<file path="src/rtl/spi_slave_responder.sv">
// -----------------------------------------------------------------------------
// spi_slave_responder
//
// SPI mode-0 slave (CPOL=0, CPHA=0, MSB first, 8-bit frames) running entirely
// on HCLK. The pad-level SCLK/SSn/MOSI are brought in through SYNC_STAGES-deep
// synchronisers, and edges are detected on the synchronised copies. Received
// bytes go to an RX FIFO and transmitted bytes come from a TX FIFO. Both FIFOs
// use valid/ready handshakes toward local logic.
//
// Ports:
//   HCLK, HRESETn      system clock, synchronous active-low reset
//   SCLK, SSn, MOSI    SPI pad inputs from the master (asynchronous)
//   MISO, MISO_oeb     SPI data to the master, pad output-enable (active low)
//   tx_data/valid/ready  byte stream into the TX FIFO
//   rx_data/valid/ready  byte stream out of the RX FIFO (rx_data is 0 when empty)
//   tx_underrun        sticky: a byte was sent while the TX FIFO was empty
//   rx_overrun         sticky: a received byte was dropped on a full RX FIFO
//   clr_err            clears both sticky flags (a coincident set wins)
//   busy               synchronised slave select is active
// -----------------------------------------------------------------------------
module spi_slave_responder #(
  parameter int DEPTH       = 4,
  parameter int SYNC_STAGES = 2
) (
  input  logic       HCLK,
  input  logic       HRESETn,
  input  logic       SCLK,
  input  logic       SSn,
  input  logic       MOSI,
  output logic       MISO,
  output logic       MISO_oeb,
  input  logic [7:0] tx_data,
  input  logic       tx_valid,
  output logic       tx_ready,
  output logic [7:0] rx_data,
  output logic       rx_valid,
  input  logic       rx_ready,
  output logic       tx_underrun,
  output logic       rx_overrun,
  input  logic       clr_err,
  output logic       busy
);

  localparam int PW = $clog2(DEPTH);
  localparam int CW = PW + 1;
  localparam logic [CW-1:0] FULL = CW'(DEPTH);

  typedef enum logic {IDLE, SHIFT} state_e;

  // ---------------------------------------------------------------------------
  // Declarations
  // ---------------------------------------------------------------------------
  logic [SYNC_STAGES-1:0] sclk_sync_q, sclk_sync_d;
  logic [SYNC_STAGES-1:0] ssn_sync_q,  ssn_sync_d;
  logic [SYNC_STAGES-1:0] mosi_sync_q, mosi_sync_d;
  logic                   sclk_prev_q, sclk_prev_d;
  logic                   ssn_prev_q,  ssn_prev_d;

  state_e                 state_q, state_d;
  logic [2:0]             bit_cnt_q, bit_cnt_d;
  logic [6:0]             rx_shift_q, rx_shift_d;
  logic [7:0]             tx_shift_q, tx_shift_d;
  logic                   miso_oeb_q, miso_oeb_d;
  logic                   tx_underrun_q, tx_underrun_d;
  logic                   rx_overrun_q, rx_overrun_d;

  logic [7:0]             tx_mem_q [DEPTH];
  logic [7:0]             tx_mem_d [DEPTH];
  logic [PW-1:0]          tx_wr_ptr_q, tx_wr_ptr_d;
  logic [PW-1:0]          tx_rd_ptr_q, tx_rd_ptr_d;
  logic [CW-1:0]          tx_count_q, tx_count_d;

  logic [7:0]             rx_mem_q [DEPTH];
  logic [7:0]             rx_mem_d [DEPTH];
  logic [PW-1:0]          rx_wr_ptr_q, rx_wr_ptr_d;
  logic [PW-1:0]          rx_rd_ptr_q, rx_rd_ptr_d;
  logic [CW-1:0]          rx_count_q, rx_count_d;

  logic sclk_s, ssn_s, mosi_s;
  logic sclk_rise, sclk_fall, ssn_rise, ssn_fall;
  logic tx_empty, tx_push, tx_pop, tx_load;
  logic rx_full, rx_push, rx_pop, rx_push_req;
  logic [7:0] tx_head, rx_byte;

  // ---------------------------------------------------------------------------
  // Synchronisers and edge detection
  // ---------------------------------------------------------------------------
  assign sclk_s = sclk_sync_q[SYNC_STAGES-1];
  assign ssn_s  = ssn_sync_q[SYNC_STAGES-1];
  assign mosi_s = mosi_sync_q[SYNC_STAGES-1];

  assign sclk_rise = sclk_s & ~sclk_prev_q;
  assign sclk_fall = ~sclk_s & sclk_prev_q;
  assign ssn_rise  = ssn_s & ~ssn_prev_q;
  assign ssn_fall  = ~ssn_s & ssn_prev_q;

  always_comb begin
    sclk_sync_d = {sclk_sync_q[SYNC_STAGES-2:0], SCLK};
    ssn_sync_d  = {ssn_sync_q[SYNC_STAGES-2:0],  SSn};
    mosi_sync_d = {mosi_sync_q[SYNC_STAGES-2:0], MOSI};
    sclk_prev_d = sclk_s;
    ssn_prev_d  = ssn_s;
  end

  // ---------------------------------------------------------------------------
  // FIFO status
  // ---------------------------------------------------------------------------
  assign tx_empty = (tx_count_q == '0);
  assign tx_ready = (tx_count_q != FULL);
  assign tx_head  = tx_empty ? 8'h00 : tx_mem_q[tx_rd_ptr_q];
  assign tx_push  = tx_valid & tx_ready;
  assign tx_pop   = tx_load & ~tx_empty;

  assign rx_full  = (rx_count_q == FULL);
  assign rx_valid = (rx_count_q != '0);
  assign rx_data  = rx_valid ? rx_mem_q[rx_rd_ptr_q] : 8'h00;
  assign rx_pop   = rx_ready & rx_valid;
  // A full FIFO still accepts the byte when the consumer pops on the same cycle.
  assign rx_push  = rx_push_req & (~rx_full | rx_ready);
  assign rx_byte  = {rx_shift_q, mosi_s};

  // ---------------------------------------------------------------------------
  // Frame state machine and shift registers
  // ---------------------------------------------------------------------------
  // NOTE: every signal assigned in this block gets a default first, so no path
  // leaves one unassigned and no latch is inferred.
  always_comb begin
    state_d     = state_q;
    bit_cnt_d   = bit_cnt_q;
    rx_shift_d  = rx_shift_q;
    tx_shift_d  = tx_shift_q;
    miso_oeb_d  = miso_oeb_q;
    tx_load     = 1'b0;
    rx_push_req = 1'b0;

    case (state_q)
      IDLE: begin
        miso_oeb_d = 1'b1;
        if (ssn_fall) begin
          state_d    = SHIFT;
          bit_cnt_d  = 3'd0;
          miso_oeb_d = 1'b0;
          tx_load    = 1'b1;
        end
      end

      SHIFT: begin
        if (ssn_rise) begin
          // Abort: partial RX byte is discarded, current TX byte is lost.
          state_d    = IDLE;
          bit_cnt_d  = 3'd0;
          miso_oeb_d = 1'b1;
          tx_shift_d = 8'h00;
        end else if (sclk_rise) begin
          rx_shift_d = rx_byte[6:0];
          if (bit_cnt_q == 3'd7) begin
            bit_cnt_d   = 3'd0;
            rx_push_req = 1'b1;
          end else begin
            bit_cnt_d = bit_cnt_q + 3'd1;
          end
        end else if (sclk_fall) begin
          // SCLK idles low, so a fall seen with the count at zero can only
          // follow the 8th rise: the byte is finished, fetch the next one.
          if (bit_cnt_q == 3'd0) begin
            tx_load = 1'b1;
          end else begin
            tx_shift_d = {tx_shift_q[6:0], 1'b0};
          end
        end
      end

      default: state_d = IDLE;
    endcase

    if (tx_load) begin
      tx_shift_d = tx_head;
    end
  end

  // ---------------------------------------------------------------------------
  // FIFO pointers, storage and sticky flags
  // ---------------------------------------------------------------------------
  always_comb begin
    tx_mem_d    = tx_mem_q;
    tx_wr_ptr_d = tx_wr_ptr_q;
    tx_rd_ptr_d = tx_rd_ptr_q;
    tx_count_d  = tx_count_q + CW'(tx_push) - CW'(tx_pop);
    if (tx_push) begin
      tx_mem_d[tx_wr_ptr_q] = tx_data;
      tx_wr_ptr_d           = tx_wr_ptr_q + PW'(1);
    end
    if (tx_pop) begin
      tx_rd_ptr_d = tx_rd_ptr_q + PW'(1);
    end

    rx_mem_d    = rx_mem_q;
    rx_wr_ptr_d = rx_wr_ptr_q;
    rx_rd_ptr_d = rx_rd_ptr_q;
    rx_count_d  = rx_count_q + CW'(rx_push) - CW'(rx_pop);
    if (rx_push) begin
      rx_mem_d[rx_wr_ptr_q] = rx_byte;
      rx_wr_ptr_d           = rx_wr_ptr_q + PW'(1);
    end
    if (rx_pop) begin
      rx_rd_ptr_d = rx_rd_ptr_q + PW'(1);
    end

    tx_underrun_d = (tx_load & tx_empty) | (tx_underrun_q & ~clr_err);
    rx_overrun_d  = (rx_push_req & rx_full & ~rx_ready) | (rx_overrun_q & ~clr_err);
  end

  // ---------------------------------------------------------------------------
  // Registers
  // ---------------------------------------------------------------------------
  // NOTE: state updates use non-blocking assignments so every flop samples the
  // pre-edge value of every other flop, independent of statement order.
  always_ff @(posedge HCLK) begin
    if (!HRESETn) begin
      sclk_sync_q   <= '0;
      ssn_sync_q    <= '1;
      mosi_sync_q   <= '0;
      sclk_prev_q   <= 1'b0;
      ssn_prev_q    <= 1'b1;
      state_q       <= IDLE;
      bit_cnt_q     <= 3'd0;
      rx_shift_q    <= 7'd0;
      tx_shift_q    <= 8'h00;
      miso_oeb_q    <= 1'b1;
      tx_underrun_q <= 1'b0;
      rx_overrun_q  <= 1'b0;
      tx_wr_ptr_q   <= '0;
      tx_rd_ptr_q   <= '0;
      tx_count_q    <= '0;
      rx_wr_ptr_q   <= '0;
      rx_rd_ptr_q   <= '0;
      rx_count_q    <= '0;
    end else begin
      sclk_sync_q   <= sclk_sync_d;
      ssn_sync_q    <= ssn_sync_d;
      mosi_sync_q   <= mosi_sync_d;
      sclk_prev_q   <= sclk_prev_d;
      ssn_prev_q    <= ssn_prev_d;
      state_q       <= state_d;
      bit_cnt_q     <= bit_cnt_d;
      rx_shift_q    <= rx_shift_d;
      tx_shift_q    <= tx_shift_d;
      miso_oeb_q    <= miso_oeb_d;
      tx_underrun_q <= tx_underrun_d;
      rx_overrun_q  <= rx_overrun_d;
      tx_wr_ptr_q   <= tx_wr_ptr_d;
      tx_rd_ptr_q   <= tx_rd_ptr_d;
      tx_count_q    <= tx_count_d;
      rx_wr_ptr_q   <= rx_wr_ptr_d;
      rx_rd_ptr_q   <= rx_rd_ptr_d;
      rx_count_q    <= rx_count_d;
    end
  end

  // NOTE: FIFO storage has no reset; the counts guard every read, and rx_data
  // is forced to zero while the FIFO is empty.
  always_ff @(posedge HCLK) begin
    tx_mem_q <= tx_mem_d;
    rx_mem_q <= rx_mem_d;
  end

  // ---------------------------------------------------------------------------
  // Outputs
  // ---------------------------------------------------------------------------
  assign MISO        = tx_shift_q[7];
  assign MISO_oeb    = miso_oeb_q;
  assign tx_underrun = tx_underrun_q;
  assign rx_overrun  = rx_overrun_q;
  assign busy        = ~ssn_s;

endmodule

</file>
<file path="config.mk">
export PLATFORM = sky130hd
export DESIGN_NAME = spi_slave_responder
export DESIGN_NICKNAME = d
export VERILOG_FILES = /design/src/rtl/spi_slave_responder.sv
export SDC_FILE = /design/constraint.sdc
export NUM_CORES = 1
export LEC_CHECK = 0
export ABC_CLOCK_PERIOD_IN_PS = 3450
export CORE_MARGIN = 4
export CORE_UTILIZATION = 39
export CTS_BUF_LIST = sky130_fd_sc_hd__clkbuf_8
export CTS_CLUSTER_SIZE = 16
export DETAILED_ROUTE_END_ITERATION = 12
export GPL_ROUTABILITY_DRIVEN = 0
export SYNTH_ARGS = -nofsm -noshare
export SYNTH_HDL_FRONTEND = slang
export SYNTH_SLANG_ARGS = --single-unit
</file>
<file path="constraint.sdc">
create_clock -name HCLK -period 3.45 [get_ports HCLK]
set_clock_uncertainty 0.2 [all_clocks]
set_input_delay 0.345 -clock HCLK [delete_from_list [all_inputs] [get_ports HCLK]]
set_output_delay 0.345 -clock HCLK [all_outputs]
set_load 0.01 [all_outputs]
</file>
==> results.cfg, run 1 <==
[outcome]
status = finished clean

[die]
io_pins = 31
std_cell_rows = 38
chipWidth_um = 115.4
die_h_um = 115.4
initial_utilization = 0.4057
core_mm2 = 0.01108
dieArea_mm2 = 0.01331

[hold_path]
holdCritStartpoint = ssn_sync_q[0]$_SDFF_PN1_
hold_end = ssn_sync_q[1]$_SDFF_PN1_
whs_path_depth = 1
hp-class = reg2reg

[clock_network]
cts_tree = built
path_clk_slew_ns = 0.10
root_buffer = clkbuf_8
h-tree-depth = 3
ctsResizeCount = 0
cts_sinks = 108
cts_max_path_buffers = 2
cts_made_buffers = 9
hold_buffers = 0
clk_latency_ns = 0.37
postCtsSetupRepairBufs = 0

[timing]
worst_pin_slew_ns = 0.7794
drv_slew = 0
slew_headroom = 0.4784
hold-worst-slack_ns = 0.2275
tns_ns = 0
grt_setup_unrepaired = no
finalHoldViolCount = 0
fin_crit_ns = 3.070
post-route-period-util = 0.8898
fmax_mhz = 325.8
finalSetupViolations = 0

[synth]
synth-async-reset-ratio = 0
synthDistinctLibCells = 48
synth_edf_count = 64
syn_nets = 350
synth_top_cell_area_share = 0.4276
synth_top_cell_by_area = edfxtp_1
synth_warnings = 0
post_synth.cell_area_avg_um2 = 14.18
synth_area_leaders = edfxtp_1 43%, dfxtp_1 20%, mux4_2 8.0%
yosysSeqAreaShare = 0.6236
synthCells = 317
synthFlopType = edfxtp_1
synthesis.area_mm2 = 0.004494
ys_ff_latch = 108

[drt]
wire_per_inst_um = 15.53
routed_wl_um = 7595
firstDrtPassIters = 5
num_vias = 2492
drc = 0
drtIter0Drc = 122
viasPerCell = 5.096
drtAntennaViolNets = 0

[worst_setup_path]
crit_path_end_kind = flip-flop
ff2ff_setup_slack_ns = 0.38
r2r_end = rx_count_q[2]$_SDFF_PN0_
r2r_cells = 11
rr_startpoint = sclk_prev_q$_SDFF_PN0_
worstPathMaxFanout = 11
cp-start-kind = flip-flop
crit_type = reg2reg
crit_arrival_ns = 3.13
crit_required_ns = 3.51

[global_routing]
grt_use_total = 0.1265
overflow = 0
first_global_vias = 2537
grt_start_max_net_pins = 20
grt_pass1_wl_um = 13080
grt_antenna_before_repair = 0

[power]
p_per_area_mw_per_mm2 = 575.3
leakage_nw = 1.708
irDropWorstVdd_uv = 273.7

[layout]
syn2layout_area_growth_pct = 13.31
diodes = 0
fin_nets = 377
filler_cell_count = 990
drive_above_1_share = 0.1261
finish.utilization = 0.4597
layout.cells.most_common = edfxtp_1
final_cell_mix = 64 x edfxtp_1, 44 x dfxtp_1, 30 x clkdlybuf4s50_1

[placed_design]
io_buffers = 30
place_hpwl_um = 5234

[job]
cap_violations = 0
[sequential cells by signal (all words and copies together) (netlist names), 3 cells and up]
| signal | flops |
|---|---|
| rx_mem_q | 32 |
| rx_shift_q | 7 |
| tx_shift_q | 8 |
| tx_mem_q | 32 |
| rx_count_q | 3 |
| bit_cnt_q | 3 |
| tx_count_q | 3 |
[power by group]
part | switching (mW) | internal [mW]
Clock | 0.447 | 0.274
Sequential | 0.0906 | 1.46
Combinational | 0.286 | 0.373
[final cells by class]
| cell class | instances | area (µm²) | share of cell area |
|---|---|---|---|
| tap | 140 | 175.2 | 0.03440 |
| timing repair buffer | 34 | 330.3 | 0.06486 |
| clock buffer | 9 | 123.9 | 0.02432 |
| inverter | 17 | 63.81 | 0.01253 |
| sequential | 108 | 2803 | 0.5504 |
| clock inverter | 7 | 58.81 | 0.01155 |
| multi-input combinational | 174 | 1538 | 0.3020 |
[how the worst max path moves through the flow]
stage          slack, ns                  endpoint                       from  cells past startpoint
3_5_place_dp        0.37  rx_count_q[2]$_SDFF_PN0_     sclk_prev_q$_SDFF_PN0_                     11
6_report            0.38  rx_count_q[2]$_SDFF_PN0_     sclk_prev_q$_SDFF_PN0_                     11
5_1_grt              0.1  rx_count_q[2]$_SDFF_PN0_     sclk_prev_q$_SDFF_PN0_                     11
4_1_cts             0.36  rx_count_q[2]$_SDFF_PN0_     sclk_prev_q$_SDFF_PN0_                     11
3_3_place_gp        0.48  rx_count_q[2]$_SDFF_PN0_                   rx_ready                     12
2_1_floorplan       0.66  tx_count_q[2]$_SDFF_PN0_  bit_cnt_q[0]$_SDFFE_PN0P_                     13
[kinds of logic (layout without fill, tap and decap cells)]
| group | Yosys count | count (layout) | share of synthesized area |
|---|---|---|---|
| and+or+nand+nor | 93 | 93 | 0.1244 |
| muxes | 19 | 19 | 0.08686 |
| xor gates and xnor gates | 7 | 7 | 0.01364 |
| adders and majority gates | 17 | 17 | 0.05067 |
| DFF | 108 | 108 | 0.6236 |
| buffers and inverters | 35 | 67 | 0.03424 |
| AOI/OAI and AO/OA | 38 | 38 | 0.06654 |
[routing by layer]
layer / wire [µm] / vias to the layer above / GRT usage
met3: 228 / 11 / 0.02632
met5: 0 / - / 0
met1: 3619 / 1221 / 0.1745
li1: - / 1221 / -
met4: 154 / 0 / 0.05399
met2: 3592 / 39 / 0.1944
[through the flow]
stage	total power [mW]	cell area [µm²]	setup slack (ns)	std cells
finish	2.930	5092	0.3803	489
global route	3.116	5092	0.09578	489
CTS	2.971	5092	0.3597	489
detailed placement	2.254	4910	0.3704	473
global placement	2.243	4910	0.4764	473
floorplan	1.998	4494	0.6628	317
[worst max-delay path, stage by stage (launching register included)]
cell and delay (ns):
dfxtp_1 0.33, and2b_1 0.39, nand3_1 0.33, nor3_4 0.36, inv_1 0.08, ha_1 0.28
inv_1 0.04, ha_1 0.18, fa_1 0.37, xnor2_1 0.20, xnor2_1 0.14, nor2_1 0.06
[cells in the mapped netlist, types with 3 or more instances]
master	number
a21oi_1	13
a221o_1	7
and2_1	22
and3_1	4
buf_2	5
clkbuf_1	7
dfxtp_1	44
edfxtp_1	64
ha_1	15
inv_1	16
mux2i_1	3
mux4_2	16
nand2_1	17
nand2b_1	5
nand3_1	10
nor2_1	8
nor3b_1	8
o21ai_0	4
o221a_1	7
xnor2_1	6
No activity file was read; power rests on OpenSTA's default activity.
==> run 2: changes to the inputs <==
Settings changed: ABC_AREA set to 1, CORE_ASPECT_RATIO set to 1.4, CTS_CLUSTER_DIAMETER set to 200.
==> run 2 against run 1 <==
Die area is 5.3% higher. Cell area grew 4.6%. Power down 1.1%. Worst hold slack got worse by 0.010 ns. Largest power group unchanged.
==> results.cfg, run 2 <==
[outcome]
status = finished clean

[synth]
yosysMostFrequentCell = nand2_1
synthesis.area_mm2 = 0.004742
synth_edf_count = 64
synth_top_cell_by_area = edfxtp_1
synthDistinctLibCells = 31
synthTopCellsByCount = 108 x nand2_1, 99 x nor2_1, 81 x inv_1, 64 x edfxtp_1, 44 x dfxtp_1
synthCells = 524
post_synth.cell_area_avg_um2 = 9.050
synth_warnings = 0
synthFlopType = edfxtp_1
synth_top_cell_area_share = 0.4053
synth-async-reset-ratio = 0
ys_ff_latch = 108
syn_nets = 557
synth_area_leaders = edfxtp_1 41%, dfxtp_1 19%, nand2_1 8.5%
yosysSeqAreaShare = 0.5910

[timing]
fmax_mhz = 351.5
tns_ns = 0
finalHoldViolCount = 0
fin_crit_ns = 2.845
slew_headroom = 0.4563
finalSetupViolations = 0
worst_pin_slew_ns = 0.8126
post-route-period-util = 0.8247
drv_slew = 0
grt_setup_unrepaired = no

[worst_setup_path]
crit_type = reg2out
max_stage_delay_ns = 0.80
ff2ff_setup_slack_ns = 0.95
worstPathCellList = inv_2 -> o21ai_0 -> a21oi_1 -> clkdlybuf4s50_1
crit_required_ns = 2.90
worstPathMaxFanout = 19
cp-start-kind = flip-flop
crit_path_end_kind = output pin
crit_arrival_ns = 2.30
cp_slowest_cell = dfxtp_1

[clock_network]
clk_latency_ns = 0.36
root_buffer = clkbuf_8
cts_max_path_buffers = 2
h-tree-depth = 3
cts_sinks = 108
hold_buffers = 0
ctsResizeCount = 0
cts_made_buffers = 9
postCtsSetupRepairBufs = 0
path_clk_slew_ns = 0.09
cts_tree = built

[power]
p_per_area_mw_per_mm2 = 543.9
pwr-share-clk = 0.227
totalPowerFinal_mw = 2.898
p_int_mw = 2.008
pwr-share-comb = 0.245
switching_share = 0.3070
leakage_nw = 2.371
irDropWorstVdd_uv = 273.7
seqPwrFrac = 0.529
p_sw_uw = 889.9

[global_routing]
first_global_vias = 3086
grt_pass1_wl_um = 14060
grt_antenna_before_repair = 0
grt_start_max_net_pins = 35
grt_use_total = 0.1261
overflow = 0

[die]
std_cell_rows = 47
chipWidth_um = 101.2
die_h_um = 138.5
initial_utilization = 0.3992
dieArea_mm2 = 0.01401
core_mm2 = 0.01188
io_pins = 31

[drt]
firstDrtPassIters = 4
viasPerCell = 4.568
num_vias = 3225
routed_wl_um = 8276
wire_per_inst_um = 11.72
drtAntennaViolNets = 0
drc = 0
drtIter0Drc = 108

[layout]
diodes = 0
layout.cells.most_common = nand2_1
stdcell_count = 706
largestRegisters = rx_mem_q: 32 flops, tx_mem_q: 32 flops, tx_shift_q: 8 flops
fin_nets = 587
syn2layout_area_growth_pct = 12.37
drive_above_1_share = 0.05725
final_cell_mix = 108 x nand2_1, 99 x nor2_1, 83 x inv_1

[job]
cap_violations = 0

[placed_design]
place_hpwl_um = 6021
dp_cells = 690
io_buffers = 30

[hold_path]
hp-class = reg2reg
[run 2: logic make-up after synthesis]
kind of cell | share of synthesized area
xor+xnor | 0.009234
buf+inv | 0.08892
compound gates | 0.05778
fa+ha+maj | 0.04802
flops | 0.5910
simple gates | 0.2050
[run 2: path summary, 6_finish.rpt]
check                                    from                   endpoint  cells after the start
setup reg to reg        ssn_prev_q$_SDFF_PN1_   rx_count_q[2]$_SDFF_PN0_                     12
setup / recovery  rx_rd_ptr_q[0]$_SDFFE_PN0P_                 rx_data[6]                      4
hold reg to reg     mosi_sync_q[0]$_SDFF_PN0_  mosi_sync_q[1]$_SDFF_PN0_                      2
hold / removal      mosi_sync_q[0]$_SDFF_PN0_  mosi_sync_q[1]$_SDFF_PN0_                      2
[run 2: cell type report]
cell class / count / area [µm²]
fill: 1188 / 6550
multi-input combinational: 313 / 1518
clock inverter: 7 / 37.54
sequential: 108 / 2803
timing repair buffer: 34 / 330.3
tap: 147 / 183.9
inverter: 88 / 332.8
clock buffer: 9 / 123.9
[run 2: through the flow]
step	instance area, µm²	hold slack, ns	setup WS [ns]	utilization
final	5329	0.2175	0.6048	0.4486
after global routing	5329	0.2328	0.3808	0.4486
after CTS	5329	0.2210	0.5409	0.4486
after detailed placement	5167	0.1993	0.7747	0.4350
after global placement	5167	0.1958	0.8776	0.4350
after floorplan	4742	0.1864	1.132	-
[run 2: power groups by stage]
stage	registers [mW]	logic [mW]	clock network, mW
6_report	1.53	0.709	0.657
5_1_grt	1.55	0.820	0.740
4_1_cts	1.53	0.727	0.684
3_5_place_dp	1.56	0.724	0
3_3_place_gp	1.56	0.698	0
2_1_floorplan	1.52	0.511	0
[run 2: routing by layer]
layer / up-vias / wire (µm) / track usage
met5: - / 0 / 0
met4: 0 / 125 / 0.04062
met3: 12 / 271 / 0.03528
met2: 33 / 4486 / 0.2352
met1: 1483 / 3393 / 0.1326
li1: 1697 / - / -
[run 2: critical path: cells and delay by family, from the launching register on]
kind | cells | cell delay [ns]
buffers and inverters | 2 | 0.76
flip-flops | 1 | 0.80
AO/OA/AOI/OAI | 2 | 0.37
